**config.mk**
```make
export PLATFORM = sky130hd
export DESIGN_NAME = octave_mode_ctrl
export DESIGN_NICKNAME = d
export VERILOG_FILES = /design/src/rtl/octave_mode_ctrl.sv
export SDC_FILE = /design/constraint.sdc
export NUM_CORES = 1
export LEC_CHECK = 0
export CAP_MARGIN = 20
export CORE_MARGIN = 3
export CORE_UTILIZATION = 53
export CTS_BUF_LIST = sky130_fd_sc_hd__clkbuf_2
export CTS_CLUSTER_DIAMETER = 60
export DETAILED_ROUTE_END_ITERATION = 6
export DONT_BUFFER_PORTS = 1
export PLACE_DENSITY = 0.68
export SYNTH_ARGS = -nofsm -noshare
export SYNTH_HDL_FRONTEND = slang
export SYNTH_SLANG_ARGS = --single-unit
```
**constraint.sdc**
```tcl
create_clock -name clk -period 2 [get_ports clk]
set_input_delay 0.4 -clock clk [delete_from_list [all_inputs] [get_ports clk]]
set_output_delay 0.4 -clock clk [all_outputs]
set_load 0.1 [all_outputs]
```
**src/rtl/octave_mode_ctrl.sv**
```systemverilog
// ---------------------------------------------------------------------------
// octave_mode_ctrl
//
// Purpose:
//   Turns single-cycle octave and mode button pulses into the current
//   octave index and waveform selection. Each accepted press starts a
//   lockout window. Any further presses during that window are ignored, so
//   one physical press produces one step.
//
// Configuration macro:
//   OCTAVE_BOUNCE_EN - when defined, the octave steps back and forth as
//                      0..OCT_MAX..0. When undefined, the octave wraps from
//                      OCT_MAX back to 0.
//
// Parameters:
//   OCT_MAX  - highest octave index (1..7)
//   LOCKOUT  - number of cycles that busy stays high after an accepted
//              press (>= 1)
//
// Ports:
//   clk          in   system clock, rising edge
//   rst          in   synchronous active-high reset
//   octave_pulse in   one-cycle octave button pulse (already synchronized)
//   mode_pulse   in   one-cycle mode button pulse (already synchronized)
//   octave       out  [2:0] current octave index, 0..OCT_MAX
//   mode         out  [1:0] waveform: 0 square, 1 saw, 2 triangle, 3 sine
//   busy         out  high while the lockout window is active
//   update       out  one-cycle strobe after octave and/or mode changed
// ---------------------------------------------------------------------------
module octave_mode_ctrl #(
    parameter int OCT_MAX = 4,
    parameter int LOCKOUT = 1000
) (
    input  logic       clk,
    input  logic       rst,
    input  logic       octave_pulse,
    input  logic       mode_pulse,
    output logic [2:0] octave,
    output logic [1:0] mode,
    output logic       busy,
    output logic       update
);

    localparam int            CW       = $clog2(LOCKOUT + 1);
    localparam logic [CW-1:0] CNT_LOAD = CW'(LOCKOUT - 1);
    localparam logic [2:0]    OCT_TOP  = 3'(OCT_MAX);

    typedef enum logic {
        S_READY,
        S_LOCKOUT
    } state_t;

    state_t        state_q, state_d;
    logic [CW-1:0] cnt_q, cnt_d;
    logic [2:0]    octave_q, octave_d;
    logic [1:0]    mode_q, mode_d;
    logic          update_q, update_d;
    logic [2:0]    octave_step;

`ifdef OCTAVE_BOUNCE_EN
    logic dir_q, dir_d;
    logic dir_step;

    // dir_q is 1 while counting up. The direction flips on the step that
    // lands on either end, so the next press moves away from that end.
    always_comb begin
        octave_step = octave_q;
        dir_step    = dir_q;
        if (dir_q) begin
            octave_step = octave_q + 3'd1;
            if (octave_q + 3'd1 == OCT_TOP) begin
                dir_step = 1'b0;
            end
        end else begin
            octave_step = octave_q - 3'd1;
            if (octave_q == 3'd1) begin
                dir_step = 1'b1;
            end
        end
    end
`else
    always_comb begin
        octave_step = (octave_q == OCT_TOP) ? 3'd0 : octave_q + 3'd1;
    end
`endif

    // The counter holds LOCKOUT-1 on entry. The FSM leaves LOCKOUT on the
    // edge where the counter is already 0, so busy is high for exactly
    // LOCKOUT cycles and the counter never wraps below 0.
    always_comb begin
        state_d  = state_q;
        cnt_d    = cnt_q;
        octave_d = octave_q;
        mode_d   = mode_q;
        update_d = 1'b0;
`ifdef OCTAVE_BOUNCE_EN
        dir_d    = dir_q;
`endif
        case (state_q)
            S_READY: begin
                if (octave_pulse || mode_pulse) begin
                    state_d  = S_LOCKOUT;
                    cnt_d    = CNT_LOAD;
                    update_d = 1'b1;
                    if (octave_pulse) begin
                        octave_d = octave_step;
`ifdef OCTAVE_BOUNCE_EN
                        dir_d    = dir_step;
`endif
                    end
                    if (mode_pulse) begin
                        mode_d = mode_q + 2'd1;
                    end
                end
            end
            S_LOCKOUT: begin
                if (cnt_q == '0) begin
                    state_d = S_READY;
                end else begin
                    cnt_d = cnt_q - 1'b1;
                end
            end
            default: begin
                state_d = S_READY;
            end
        endcase
    end

    always_ff @(posedge clk) begin
        if (rst) begin
            state_q  <= S_READY;
            cnt_q    <= '0;
            octave_q <= 3'd0;
            mode_q   <= 2'd0;
            update_q <= 1'b0;
`ifdef OCTAVE_BOUNCE_EN
            dir_q    <= 1'b1;
`endif
        end else begin
            state_q  <= state_d;
            cnt_q    <= cnt_d;
            octave_q <= octave_d;
            mode_q   <= mode_d;
            update_q <= update_d;
`ifdef OCTAVE_BOUNCE_EN
            dir_q    <= dir_d;
`endif
        end
    end

    assign octave = octave_q;
    assign mode   = mode_q;
    assign update = update_q;
    assign busy   = (state_q == S_LOCKOUT);

endmodule

```
==> summary.md <==
| Metric | Value |
|---|---|
| Status | completed |
| Slew at the pin closest to its max-slew limit | 0.558 ns |
| Number of synthesis warnings | 0 |
| Worst Path Arrival | 2.01 ns |
| First-pass GRT wire length | 2730 um |
| # resized after CTS | 0 |
| Worst Skew | 0.00811 ns |
| Maximum vdd ir drop | 0.428 mV |
| Core box area | 1380 sq um |
| Cell area after synthesis | 821 sq um |
| GRT Resource Usage Total | 18.3% |
| Max Fclk | 557 MHz |
| HPWL Detailed | 1140 um |
| Initial Util | 59.4% |
| Endpoints failing hold | 0 |
| Number of synthesized register bits | 17 |
| Global route total overflow | 0 |
| Placed Instance Area | 888 sq um |
| Router iterations before antenna repair | 4 |
| Antenna Nets Post-Route | 0 |
| Vias in the first global route | 643 |
| Seq/Total Area, Yosys | 41.5% |
| Pin count of the biggest net entering global routing | 18 |
| Setup CP Type | register to register |
| Die Width | 45.4 um |
| Tightest Hold Check Type | input pin to register |
| Routed vias | 714 |
| # diodes | 0 |
| Routed len/inst | 13.6 um |
| Final setup fails | 0 |
| Initial DRC Count | 16 |
| Gpl congestion | 0.783 |
| Share of layout cells above drive strength 1 | 17.5% |
| Area Overhead vs Synth | 10.7% |
| # clock sinks | 17 |
| Hold_buf cts | 0 |
| Pwr/cell area | 882 nW/um^2 |
| Hold Worst Slack | 0.140 ns |
| Routed Wire Length | 1600 um |
| Setup bufs post-CTS | 0 |
| H-tree Lvls | 1 |
| Clock-pin slew on the worst setup and hold paths | 0.17 ns |
| Clock Tree Root | clkbuf_2 |
| Post-Synthesis Cells | 94 |
| Min-delay src | rst |
| TNS Setup | 0 ns |
| Post-synthesis cell type count | 29 |
| Crit Reg-Reg Startpoint | cnt_q[0] |
| NumNets Final | 111 |
| Die area | 2060 sq um |
| Leakage | 0.353 nW |
| Max_cap viols | 0 |
| Setup crit start | cnt_q[0] |
| Required time of the critical path | 2.22 ns |
| Via density | 6.05 |
| Placement Rows | 13 |
| CTS tree | built |
| Avg Cell Area, Syn | 8.73 sq um |
| Layout Utilization | 65.7% |
| Max Buffers Root-to-Sink | 2 |
| Syn nets | 101 |
| Relative slew margins | 61.8% |
| Number of port buffers | 0 |
| CP endpoint kind | register |
| Number of placed I/O pins | 11 |
| Initial antenna violation count | 0 |
| Pwr Total | 801 uW |
| CTS Buf Count | 3 |
| CP Launch Type | register |
| Drt drc | 0 |
| Design area | 908 sq um |
| CP Max Fanout | 6 |
| Final period utilization | 89.8% |
| RSZ-0062 raised after global routing | no |
| Die Span Y | 45.4 um |
| Max-slew violations | 0 |
| Fin crit period | 1.80 ns |
| Skew-Pair Late Insertion Delay | 0.30 ns |
## synth_stat cells (all sizes together)
library cell | count | area share, %
a2111oi | 1 | 1.1
a211oi | 6 | 5.5
a21oi | 7 | 4.3
a311oi | 2 | 2.1
a31oi | 1 | 0.76
and3 | 1 | 0.76
buf | 1 | 0.61
clkbuf | 2 | 0.91
dfxtp | 17 | 41
ha | 3 | 4.6
inv | 5 | 2.3
mux2i | 2 | 2.4
nand2 | 3 | 1.4
nand2b | 2 | 1.5
nand3 | 1 | 0.61
nor2 | 14 | 6.4
nor2b | 2 | 1.5
nor3 | 6 | 3.7
nor3b | 2 | 1.8
nor4 | 4 | 3.8
o21ai | 2 | 1.2
o21bai | 1 | 0.91
o311ai | 1 | 1.1
or3b | 1 | 1.1
or4 | 2 | 2.7
or4b | 1 | 1.2
xnor2 | 2 | 2.1
xor2 | 2 | 2.1
## cells in the final DEF, fill, tap and decap left out
master and n:
mux2i_1 2, a31oi_1 1, o311ai_1 1, nor2b_1 2, buf_4 8, dfxtp_2 1, clkinv_2 1, a21oi_1 7
nor4_2 1, or3b_2 1, dfxtp_1 16, nand2_1 3, or4_4 2, nor3_1 6, and3_1 1, o21ai_0 2
nand2b_1 2, nor2_1 14, nor4_1 3, nand3_1 1, o21bai_1 1, xnor2_1 2, a311oi_1 2, a211oi_1 6
a2111oi_0 1, xor2_1 2, or4b_2 1, inv_1 5, clkbuf_2 3, nor3b_1 2, ha_1 3
## metrics by stage
stage,instances,worst slack (ns)
2_1_floorplan,94,0.0422
3_3_place_gp,114,0.336
3_5_place_dp,114,0.289
4_1_cts,118,0.221
5_1_grt,118,0.0425
6_report,118,0.205
## cells by family (layout without fill, tap and decap cells)
family	after synthesis	in the layout	share of synthesized area, %
AO/OA/AOI/OAI	21	21	16.9
XOR/XNOR	4	4	4.27
adder cells (fa/ha/maj)	3	3	4.57
buffers and inverters	8	17	3.81
flip-flops	17	17	41.5
multiplexers	2	2	2.44
AND/OR/NAND/NOR	39	39	26.5
## report_power, final
| group | total [mW] | internal (mW) | switching, mW | leakage, nW |
|---|---|---|---|---|
| Combinational | 0.236 | 0.0788 | 0.158 | 0.196 |
| Clock | 0.154 | 0.0453 | 0.109 | 0.0164 |
| Sequential | 0.410 | 0.372 | 0.0386 | 0.141 |
## worst max-delay path: stages (launching register included)
cell      delay, ns
dfxtp_1        0.42
inv_1          0.06
ha_1           0.20
nor3b_1        0.18
a31oi_1        0.46
a211oi_1       0.14
a311oi_1       0.26
## worst paths after layout
path	to	slack [ns]	cells past startpoint
worst max-delay path	cnt_q[7]	0.20	6
worst min-delay path	cnt_q[8]	0.14	1
worst min register to register	octave[2]	0.53	2
worst max register to register	cnt_q[7]	0.20	6
## flip-flops by register name (all words and copies together), names as in the netlist
signal and count:
octave 3, mode 2, busy 1, update 1, cnt_q 10
## per-layer routing
metal,part of all wire (%),track usage (%),vias to the layer above
met5,0,0,-
met3,5.9,3.59,4
li1,-,-,362
met1,47,23.8,328
met4,1.8,10.5,0
met2,45,28.0,20
## final cells by class
class / instances / area [sq um]
fillers: 116 / 474
multi-input cells: 69 / 449
flip-flops and latches: 17 / 342
repair buffers: 8 / 60.1
inverters: 5 / 18.8
well taps: 15 / 18.8
clock buffers: 3 / 15.0
clock inverters: 1 / 5.00
(Power assumes the default switching activity.)
